$ cat src/rtl/hazard_pkg.sv
// Shared types and constants for the pipeline hazard/stall controller.
package hazard_pkg;

  typedef enum logic [1:0] {
    RUN      = 2'd0,
    MDU_WAIT = 2'd1,
    FAULT    = 2'd2
  } hz_state_e;

  localparam int unsigned MDU_MAX_DEFAULT = 34;

  typedef logic [7:0] wait_cnt_t;

endpackage

$ cat src/rtl/load_use_detect.sv
// Combinational load-use hazard detection between the ID instruction and a load in EX.
module load_use_detect
  import hazard_pkg::*;
(
  input  logic [4:0] id_rs1,
  input  logic [4:0] id_rs2,
  input  logic       id_uses_rs1,
  input  logic       id_uses_rs2,
  input  logic       ex_mem_read,
  input  logic [4:0] ex_rd,
  output logic       load_use
);

  logic rs1_hit, rs2_hit;

  assign rs1_hit  = id_uses_rs1 && (id_rs1 == ex_rd);
  assign rs2_hit  = id_uses_rs2 && (id_rs2 == ex_rd);
  // x0 is never a real producer, so a load to x0 cannot create a hazard.
  assign load_use = ex_mem_read && (ex_rd != 5'd0) && (rs1_hit || rs2_hit);

endmodule

$ cat src/rtl/hazard_ctrl.sv
// Pipeline hazard/stall controller: load-use stalls, branch flushes, MDU handshake + watchdog.
// Optional statistics counters are built when HAZARD_STATS_EN is defined.
module hazard_ctrl
  import hazard_pkg::*;
#(
  parameter int unsigned MDU_MAX_CYCLES = MDU_MAX_DEFAULT,
  parameter int unsigned STAT_W         = 32
) (
  input  logic              clk,
  input  logic              rst_n,
  input  logic [4:0]        id_rs1,
  input  logic [4:0]        id_rs2,
  input  logic              id_uses_rs1,
  input  logic              id_uses_rs2,
  input  logic              id_ex_memRead,
  input  logic [4:0]        id_ex_rd,
  input  logic              ex_is_mdu,
  input  logic              ex_branch_taken,
  input  logic              mdu_done,
  output logic              pc_write,
  output logic              if_id_write,
  output logic              if_id_flush,
  output logic              id_ex_flush,
  output logic              ex_hold,
  output logic              ex_mem_bubble,
  output logic              mdu_start,
  output logic              mdu_timeout,
  output logic [STAT_W-1:0] stall_cycles,
  output logic [STAT_W-1:0] flush_count
);

  localparam wait_cnt_t WaitMax = wait_cnt_t'(MDU_MAX_CYCLES);

  hz_state_e state_q, state_d;
  wait_cnt_t wait_cnt_q, wait_cnt_d;
  logic      load_use;
  logic      mdu_start_raw;

  load_use_detect u_load_use_detect (
    .id_rs1      (id_rs1),
    .id_rs2      (id_rs2),
    .id_uses_rs1 (id_uses_rs1),
    .id_uses_rs2 (id_uses_rs2),
    .ex_mem_read (id_ex_memRead),
    .ex_rd       (id_ex_rd),
    .load_use    (load_use)
  );

  always_comb begin
    pc_write      = 1'b1;
    if_id_write   = 1'b1;
    if_id_flush   = 1'b0;
    id_ex_flush   = 1'b0;
    ex_hold       = 1'b0;
    ex_mem_bubble = 1'b0;
    mdu_start_raw = 1'b0;
    mdu_timeout   = 1'b0;
    state_d       = state_q;
    wait_cnt_d    = wait_cnt_q;
    unique case (state_q)
      RUN: begin
        if (ex_is_mdu) begin
          mdu_start_raw = 1'b1;
          pc_write      = 1'b0;
          if_id_write   = 1'b0;
          ex_hold       = 1'b1;
          ex_mem_bubble = 1'b1;
          state_d       = MDU_WAIT;
          wait_cnt_d    = 8'd1;
        end else if (ex_branch_taken) begin
          if_id_flush = 1'b1;
          id_ex_flush = 1'b1;
        end else if (load_use) begin
          pc_write    = 1'b0;
          if_id_write = 1'b0;
          id_ex_flush = 1'b1;
        end
      end
      MDU_WAIT: begin
        // Release in the done cycle so EX/MEM captures the result without a bubble.
        if (mdu_done) begin
          state_d = RUN;
        end else begin
          pc_write      = 1'b0;
          if_id_write   = 1'b0;
          ex_hold       = 1'b1;
          ex_mem_bubble = 1'b1;
          if (wait_cnt_q == WaitMax) begin
            state_d = FAULT;
          end else begin
            wait_cnt_d = wait_cnt_q + 8'd1;
          end
        end
      end
      FAULT: begin
        pc_write      = 1'b0;
        if_id_write   = 1'b0;
        ex_hold       = 1'b1;
        ex_mem_bubble = 1'b1;
        mdu_timeout   = 1'b1;
      end
      default: state_d = RUN;
    endcase
  end

  // The MDU shares rst_n, so never launch it while reset is held.
  assign mdu_start = mdu_start_raw & rst_n;

  always_ff @(posedge clk or negedge rst_n) begin
    if (!rst_n) begin
      state_q    <= RUN;
      wait_cnt_q <= '0;
    end else begin
      state_q    <= state_d;
      wait_cnt_q <= wait_cnt_d;
    end
  end

`ifdef HAZARD_STATS_EN
  logic [STAT_W-1:0] stall_q, flush_q;

  always_ff @(posedge clk or negedge rst_n) begin
    if (!rst_n) begin
      stall_q <= '0;
      flush_q <= '0;
    end else begin
      if (!pc_write && (state_q != FAULT) && !(&stall_q)) begin
        stall_q <= stall_q + STAT_W'(1);
      end
      if ((state_q == RUN) && ex_branch_taken && !ex_is_mdu && !(&flush_q)) begin
        flush_q <= flush_q + STAT_W'(1);
      end
    end
  end

  assign stall_cycles = stall_q;
  assign flush_count  = flush_q;
`else
  assign stall_cycles = '0;
  assign flush_count  = '0;
`endif

endmodule

$ cat config.mk
export PLATFORM = sky130hd
export DESIGN_NAME = hazard_ctrl
export DESIGN_NICKNAME = d
export VERILOG_FILES = /design/src/rtl/hazard_pkg.sv /design/src/rtl/load_use_detect.sv /design/src/rtl/hazard_ctrl.sv
export SDC_FILE = /design/constraint.sdc
export NUM_CORES = 1
export LEC_CHECK = 0
export BUFFER_PORTS_ARGS = -buffer_cell sky130_fd_sc_hd__buf_2
export CORE_MARGIN = 5
export CORE_UTILIZATION = 43
export DETAILED_ROUTE_END_ITERATION = 10
export PLACE_DENSITY = 0.86
export SYNTH_ARGS = -nofsm -noshare
export SYNTH_HDL_FRONTEND = slang
export SYNTH_SLANG_ARGS = --single-unit
export TNS_END_PERCENT = 20
$ cat constraint.sdc
create_clock -name clk -period 4.4 [get_ports clk]
set_input_delay 0.66 -clock clk [delete_from_list [all_inputs] [get_ports clk]]
set_output_delay 0.66 -clock clk [all_outputs]
set_load 0.01 [all_outputs]
==> summary.txt, run 1 <==
Routing
  – Routed WL: 2160 um
  – Detailed Routing Iterations Pass 1: 3
  – Via count: 836
  – DRT iter0 DRCs: 10
  – DR vias/cell: 4.06
  – Drt wl/cell: 10.5 um
  – Routed Antenna Nets: 0
  – DRC errors left: 0

Global route
  – Gr usage total: roughly a tenth
  – Number of global-route vias before repair: 718
  – Largest net degree at the start of global routing: 12
  – Initial antenna violation count: 0
  – First-pass GRT wire length: ~3100 um
  – GRT overflow: 0

Setup path
  – CP arrival: 1.92 ns
  – Crit Reg-Reg Startpoint: wait_cnt_q[0]
  – Critical path type: input pin to output port
  – Crit path required time: 3.74 ns
  – CP max stage delay: about 0.5 ns
  – Worst path cell trace: buf_2 -> or4_1 -> o21a_1 -> and2_1 -> a21o_1 -> buf_2
  – Crit-path max FO: 3
  – Crit-path slowest cell: or4_1
  – Cells on worst reg2reg path: 6
  – Top cell by count, worst path: buf_2
  – Startpoint types: input pin
  – Crit path buf inv count: 2
  – CP endpoint kind: output port
  – FF-to-FF setup slack: ~2.7 ns
  – FF-to-FF End: wait_cnt_q[0]
  – Largest delay share family, worst path: simple AND/OR/NAND/NOR gates

Logic synthesis
  – Top-area cell type share of the netlist area: 40.9%
  – Yosys warns: 0
  – Cell Area, Synth: 1210 sq um
  – Netlist cell types: 31
  – Seq/Total Area, Yosys: 20.6%
  – Ranking of synthesized cells by area: buf_4, dfrtp_1, xnor2_1
  – Yosys top cell by area: buf_4
  – Synthesized flop and latch total: 10
  – Syn Inst Count: roughly 140
  – Syn avg cell area: 8.42 sq um

Timing
  – Final min period: 2.58 ns
  – RSZ-0062 raised after global routing: false
  – Setup ws final: 1.82 ns
  – Layout Skew: 0.000195 ns
  – Final Hold Violating Endpoints: 0
  – Worst-Margin Slew: 0.559 ns
  – Setup TNS: 0 ns
  – Fin. max-slew vios: 0
  – Hold_ws: ~0.24 ns
  – Final setup vio count: 0
  – Slew headroom: 62.6%
  – F_max: 0.388 GHz
  – Final Cycle Share: 58.6%

Place
  – Final HPWL from detailed placement: 1900 um
  – RePlAce Congestion: 0.805
  – Placed Area: 1140 sq um
  – I/O Buffers: 30
  – Dpl ws: 1.81 ns

Clock tree
  – Hold-fix buffer count after cts: 0
  – CTS resizes: 0
  – Postcts setup bufs: 0
  – Root Buffer: clkbuf_4
  – CTS tree: yes
  – Clk_lat worst skew: around 0.26 ns
  – Clk buf depth: 2
  – Clock transition at path regs: 0.07 ns
  – Clk sinks: 10
  – H-tree Lvls: 1
  – Cts bufs inserted: 3

Flow run
  – Max-cap viol count: 0

Die
  – Die height: 63.1 um
  – IO Count: 95
  – Die X: 63.1 um
  – Row Count: 19
  – Die Area: approximately 4000 sq um
  – Core Area: 2730 sq um
  – Initial Util: 44.3%

Worst hold path
  – Tightest Hold Check Type: input pin to asynchronous set/reset pin

Pwr
  – Combinational power share: 35.1%
  – Worst vdd ir: 0.113 mV
  – Design Power: 0.323 mW
  – Pwr Density: 274 nW/um^2
  – Leak: 0.640 nW
  – Design internal power: 0.199 mW
  – P_sw: 0.124 mW
  – Sw Share: between 30% and 40%
  – Clock power share: 25.7%
  – Reg power frac: about 40%

Layout
  – FILL cells: 285
  – Post-route design area: 1180 sq um
  – Final nets: approximately 200
  – Most frequent cells in the layout: conb_1, buf_2, xnor2_1, dfrtp_1, nor2_1
  – Diode count: 0
  – Area growth, synth to finish: -2.79%
  – Most common cell after layout, fill and taps aside: conb_1
  – Share of cells above drive strength 1: 22.9%

Status
  – Outcome: completed
==> synth_stat cells <==
cell      number
mux2i_1        1
o31ai_1        1
o22ai_1        1
nor4_1         2
inv_1          2
dfrtp_1       10
nor2_1         9
o21ai_2        1
or3b_2         1
nand2b_1       1
or4_1          1
nor3b_1        2
and2b_2        1
or3b_4         1
buf_4         66
o21a_1         2
nand2_1        4
conb_1         1
ha_1           2
nor3_1         3
or2_2          1
nand3_1        1
xnor2_1       13
or4b_4         1
and2_1         3
nand4_1        5
o21ai_0        1
xor2_1         3
a31oi_1        1
o211ai_1       2
a21o_1         1
==> worst max path at each step <==
stage	from	end	slack, ns	depth (start not counted)
floorplan	id_ex_rd[1]	pc_write	1.92	4
global placement	id_ex_rd[1]	id_ex_flush	1.83	6
detailed placement	id_ex_rd[1]	id_ex_flush	1.81	6
CTS	id_ex_rd[1]	id_ex_flush	1.81	6
global route	id_ex_rd[1]	pc_write	1.76	5
finish	id_ex_rd[1]	id_ex_flush	1.82	6
==> per-layer routing <==
| metal | GRT usage (%) | share of wire [%] | vias to the layer above | wire, um |
|---|---|---|---|---|
| li1 | - | - | 407 | - |
| met1 | 10.6 | 35 | 382 | 749 |
| met2 | 17.3 | 54 | 43 | 1160 |
| met3 | 1.07 | 9.2 | 4 | 198 |
| met4 | 6.37 | 2.3 | 0 | 49 |
| met5 | 0 | 0 | - | 0 |
==> registers in the layout, summed over array words and instances, names as in the netlist <==
register / count
state_q: 2
wait_cnt_q: 8
==> cell families after synthesis <==
family	share of synthesized area (%)
fa+ha+maj	2.06
other cells	0.309
simple gates	17.2
xor+xnor	11.6
mux	0.826
compound gates	5.88
flops	20.6
buf+inv	41.5
==> area by class of cell <==
type | count | area (sq um) | share of cell area, %
timing repair buffer | 30 | 150 | 12.7
clock buffer | 4 | 36.3 | 3.08
inverter | 2 | 7.51 | 0.637
multi-input combinational | 129 | 696 | 59.0
sequential | 10 | 250 | 21.2
tap | 31 | 38.8 | 3.29
==> power groups by stage <==
stage,registers (mW),clock network (mW),logic (mW)
after floorplan,0.123,0,0.128
after global placement,0.127,0,0.111
after detailed placement,0.128,0,0.113
after CTS,0.126,0.0854,0.113
after global routing,0.130,0.0888,0.129
final,0.127,0.0830,0.113
==> metrics by stage <==
step | cells | utilization (%)
5_1_grt | 206 | 43.1
3_3_place_gp | 202 | 41.8
6_report | 206 | 43.1
3_5_place_dp | 202 | 41.8
4_1_cts | 206 | 43.1
2_1_floorplan | 207 | -
No activity file was read; power rests on OpenSTA's default activity.
==> inputs of run 2 (changes only) <==
--- a/config.mk
+++ b/config.mk
@@ -5,11 +5,12 @@
 export SDC_FILE = /design/constraint.sdc
 export NUM_CORES = 1
 export LEC_CHECK = 0
+export ABC_AREA = 1
 export BUFFER_PORTS_ARGS = -buffer_cell sky130_fd_sc_hd__buf_2
 export CORE_MARGIN = 5
-export CORE_UTILIZATION = 43
+export CORE_UTILIZATION = 42
 export DETAILED_ROUTE_END_ITERATION = 10
-export PLACE_DENSITY = 0.86
+export PLACE_DENSITY = 0.81
 export SYNTH_ARGS = -nofsm -noshare
 export SYNTH_HDL_FRONTEND = slang
 export SYNTH_SLANG_ARGS = --single-unit
==> constraint.sdc (replaced) <==
create_clock -name clk -period 2.4 [get_ports clk]
set_input_delay 0.36 -clock clk [delete_from_list [all_inputs] [get_ports clk]]
set_output_delay 0.36 -clock clk [all_outputs]
set_load 0.01 [all_outputs]
==> run 2 against run 1 <==
Compared with the run above: critical path depth up 2; non-clock buffer count up 1; design area up 16%; register-to-register slack worse by 1.8 ns; clock skew up 0.0022 ns; core utilization up 0.84 points; cell count up 43%; die area up 14%; critical endpoint is now pc_write; largest power group unchanged.
==> summary.txt, run 2 <==
Status
  – Outcome: completed

Setup path
  – Crit path required time: 2.04 ns (-1.70 ns)
  – Crit path launch: state_q[1]
  – Cells on worst reg2reg path: 9 (+3)
  – Worst path depth: 8 (+2)
  – Crit Reg-Reg Startpoint: wait_cnt_q[0]
  – Crit-path slowest cell: dfrtp_1
  – CP endpoint kind: output port
  – CP max stage delay: 0.42 ns (-0.09 ns)
  – Critical path type: register to output port
  – FF-to-FF setup slack: 0.85 ns (-1.80 ns)
  – FF-to-FF End: wait_cnt_q[1]
  – Top cell by count, worst path: nor2_1
  – Crit path buf inv count: 3 (+1)
  – Worst path cell trace: nor2_1 -> inv_1 -> nor2_1 -> nand2_1 -> inv_1 -> nor2_1 -> nand2_1 -> buf_2
  – Largest delay share family, worst path: simple AND/OR/NAND/NOR gates
  – Worst setup path endpoint: pc_write
  – Crit-path max FO: 4 (+1)
  – Startpoint types: register
  – CP arrival: 1.52 ns (-0.40 ns)

Layout
  – Share of cells above drive strength 1: 17.6% (-5.3 points)
  – FILL cells: 333 (+17%)
  – Final nets: 276 (+37%)
  – Area growth, synth to finish: -1.36%
  – Diode count: 0 (unchanged)
  – Util after Layout: 44.0% (+0.84 points)
  – Most common cell after layout, fill and taps aside: conb_1
  – Most frequent cells in the layout: conb_1, nand2_1, buf_2, inv_1, nor2_1
  – Largest registers: wait_cnt_q: 8 flops, state_q: 2 flops
  – Max reg flops: 8 (unchanged)
  – Area occupied by multi-input gates: 757 sq um (+8.8%)
  – Most flops, register: wait_cnt_q
  – Register area: 250 sq um (unchanged)

Clock tree
  – Cts bufs inserted: 3 (unchanged)
  – Clk_lat worst skew: 0.27 ns (about the same)
  – Clk sinks: 10 (unchanged)
  – Clk buf depth: 2 (unchanged)
  – Root Buffer: clkbuf_4
  – CTS resizes: 0 (unchanged)
  – CTS tree: yes
  – H-tree Lvls: 1 (unchanged)
  – Clock transition at path regs: 0.07 ns (about the same)

Place
  – Final HPWL from detailed placement: 2190 um (+15%)
  – Dpl ws: 0.799 ns (-1.02 ns)
  – I/O Buffers: 30 (unchanged)
  – RePlAce Congestion: 0.811 (+0.68%)

Logic synthesis
  – Most frequent cells after synthesis: buf_4, nand2_1, inv_1
  – Syn avg cell area: 6.31 sq um (-25%)
  – Ranking of synthesized cells by area: buf_4, dfrtp_1, nand2_1
  – Post-synth EDFFs: 0 (unchanged)
  – Asr flop ratio synth: 100% (unchanged)
  – Netlist cell types: 21 (-32%)
  – Most common cell in the netlist: buf_4
  – Top-area cell type share of the netlist area: 35.8% (-5.0 points)
  – Seq/Total Area, Yosys: 18.1% (-2.5 points)
  – Ys flop type: dfrtp_1
  – Syn Inst Count: 219 (+52%)
  – Yosys warns: 0 (unchanged)
  – Synthesized flop and latch total: 10 (unchanged)
  – Yosys top cell by area: buf_4
  – Cell Area, Synth: 1380 sq um (+14%)

Flow run
  – Max-cap viol count: 0 (unchanged)

Die
  – Row Count: 20 (+1)
  – Die height: 67.4 um (+6.8%)
  – Die X: 67.4 um (+6.8%)
  – IO Count: 95 (unchanged)
  – Core Area: 3100 sq um (+14%)
  – Initial Util: 44.6% (+0.21 points)
  – Die Area: 4540 sq um (+14%)

Routing
  – Via count: 1,160 (+39%)
  – Drt wl/cell: 8.79 um (-16%)
  – DRT iter0 DRCs: 61 (+51)
  – Routed WL: 2580 um (+20%)
  – Detailed Routing Iterations Pass 1: 4 (+1)
  – Routed Antenna Nets: 0 (unchanged)
  – DRC errors left: 0 (unchanged)
  – DR vias/cell: 3.95 (-2.8%)

Timing
  – Fin. max-slew vios: 0 (unchanged)
  – Layout Skew: 0.00242 ns (+0.00222 ns)
  – F_max: about 0.53 GHz
  – Final setup vio count: 0 (unchanged)
  – Final Cycle Share: 78.3%
  – RSZ-0062 raised after global routing: false
  – Final Hold Violating Endpoints: 0 (unchanged)
  – Setup ws final: 0.520 ns (-1.30 ns)
  – Final min period: approximately 1.9 ns
  – Setup TNS: 0 ns (unchanged)

Pwr
  – Pwr Density: 309 nW/um^2 (+13%)
  – Worst vdd ir: 0.139 mV (+23%)
  – Leak: 0.885 nW (+38%)

Global route
  – Initial antenna violation count: 0 (unchanged)
  – First-pass GRT wire length: 3910 um (+25%)
  – Gr usage total: 11.0% (+1.4 points)
  – Largest net degree at the start of global routing: 13 (+1)
  – GRT overflow: 0 (unchanged)
  – Number of global-route vias before repair: 948 (+32%)

Worst hold path
  – Tightest Hold Check Type: input pin to register
run 2: cell count changes after synthesis, sizes merged, moves of 3 or more:
cell | previous run | this run
and2 | 3 | 0
xnor2 | 13 | 0
inv | 2 | 28
nand2 | 4 | 60
o21ai | 2 | 9
nand4 | 5 | 2
nor2 | 9 | 24
nand3 | 1 | 10
run 2: routing by layer:
metal	GRT usage, %	vias up	routed length, um
li1	-	591	-
met1	12.7	489	953
met2	20.2	74	1240
met3	3.00	6	363
met4	2.28	0	26
met5	0	-	0
run 2: area by class of cell:
cell class / count / area share (%)
sequential: 10 / 18.3
timing repair buffer: 31 / 11.7
clock buffer: 4 / 2.66
multi-input combinational: 177 / 55.5
inverter: 28 / 7.71
tap: 44 / 4.04
run 2: cell families (layout without fill, tap and decap cells):
group | after synthesis | after routing | synth area share, %
other cells | 1 | 64 | 0.271
simple gates | 98 | 98 | 29.2
compound gates | 12 | 12 | 5.70
fa+ha+maj | 2 | 2 | 1.81
xor+xnor | 1 | 1 | 0.634
flops | 10 | 10 | 18.1
buf+inv | 95 | 63 | 44.3
run 2: repair_timing:
item	4_1_cts	5_1_grt
buffers inserted	0	0
hold buffers	1	0
endpoints found under the hold margin	10	0
run 2: metrics by stage:
stage	instances	hold slack, ns	total power, mW	cell area (sq um)
after floorplan	282	0.0644	0.316	1620
after detailed placement	289	0.245	0.268	1320
after global placement	289	0.235	0.266	1320
after CTS	294	0.412	0.425	1360
final	294	0.421	0.422	1360
after global routing	294	0.463	0.453	1360
run 2: how the worst min path moves through the flow:
stage / startpoint / to / slack (ns) / depth (start not counted)
2_1_floorplan: rst_n / state_q[0] / 0.06 / 0
3_3_place_gp: rst_n / wait_cnt_q[5] / 0.23 / 1
3_5_place_dp: rst_n / wait_cnt_q[5] / 0.24 / 1
4_1_cts: mdu_done / state_q[1] / 0.41 / 4
5_1_grt: mdu_done / state_q[1] / 0.46 / 4
6_report: mdu_done / state_q[1] / 0.42 / 4
run 2: where the power goes:
part           switching, mW  total, mW  internal [mW]
clock                 0.0608      0.153         0.0921
combinational         0.0763      0.101         0.0242
sequential                 0      0.168          0.168
run 2: tightest hold or removal path, stage by stage:
cell     delay [ns]
buf_2          0.08
inv_1          0.05
nand2_1        0.08
o22ai_1        0.08
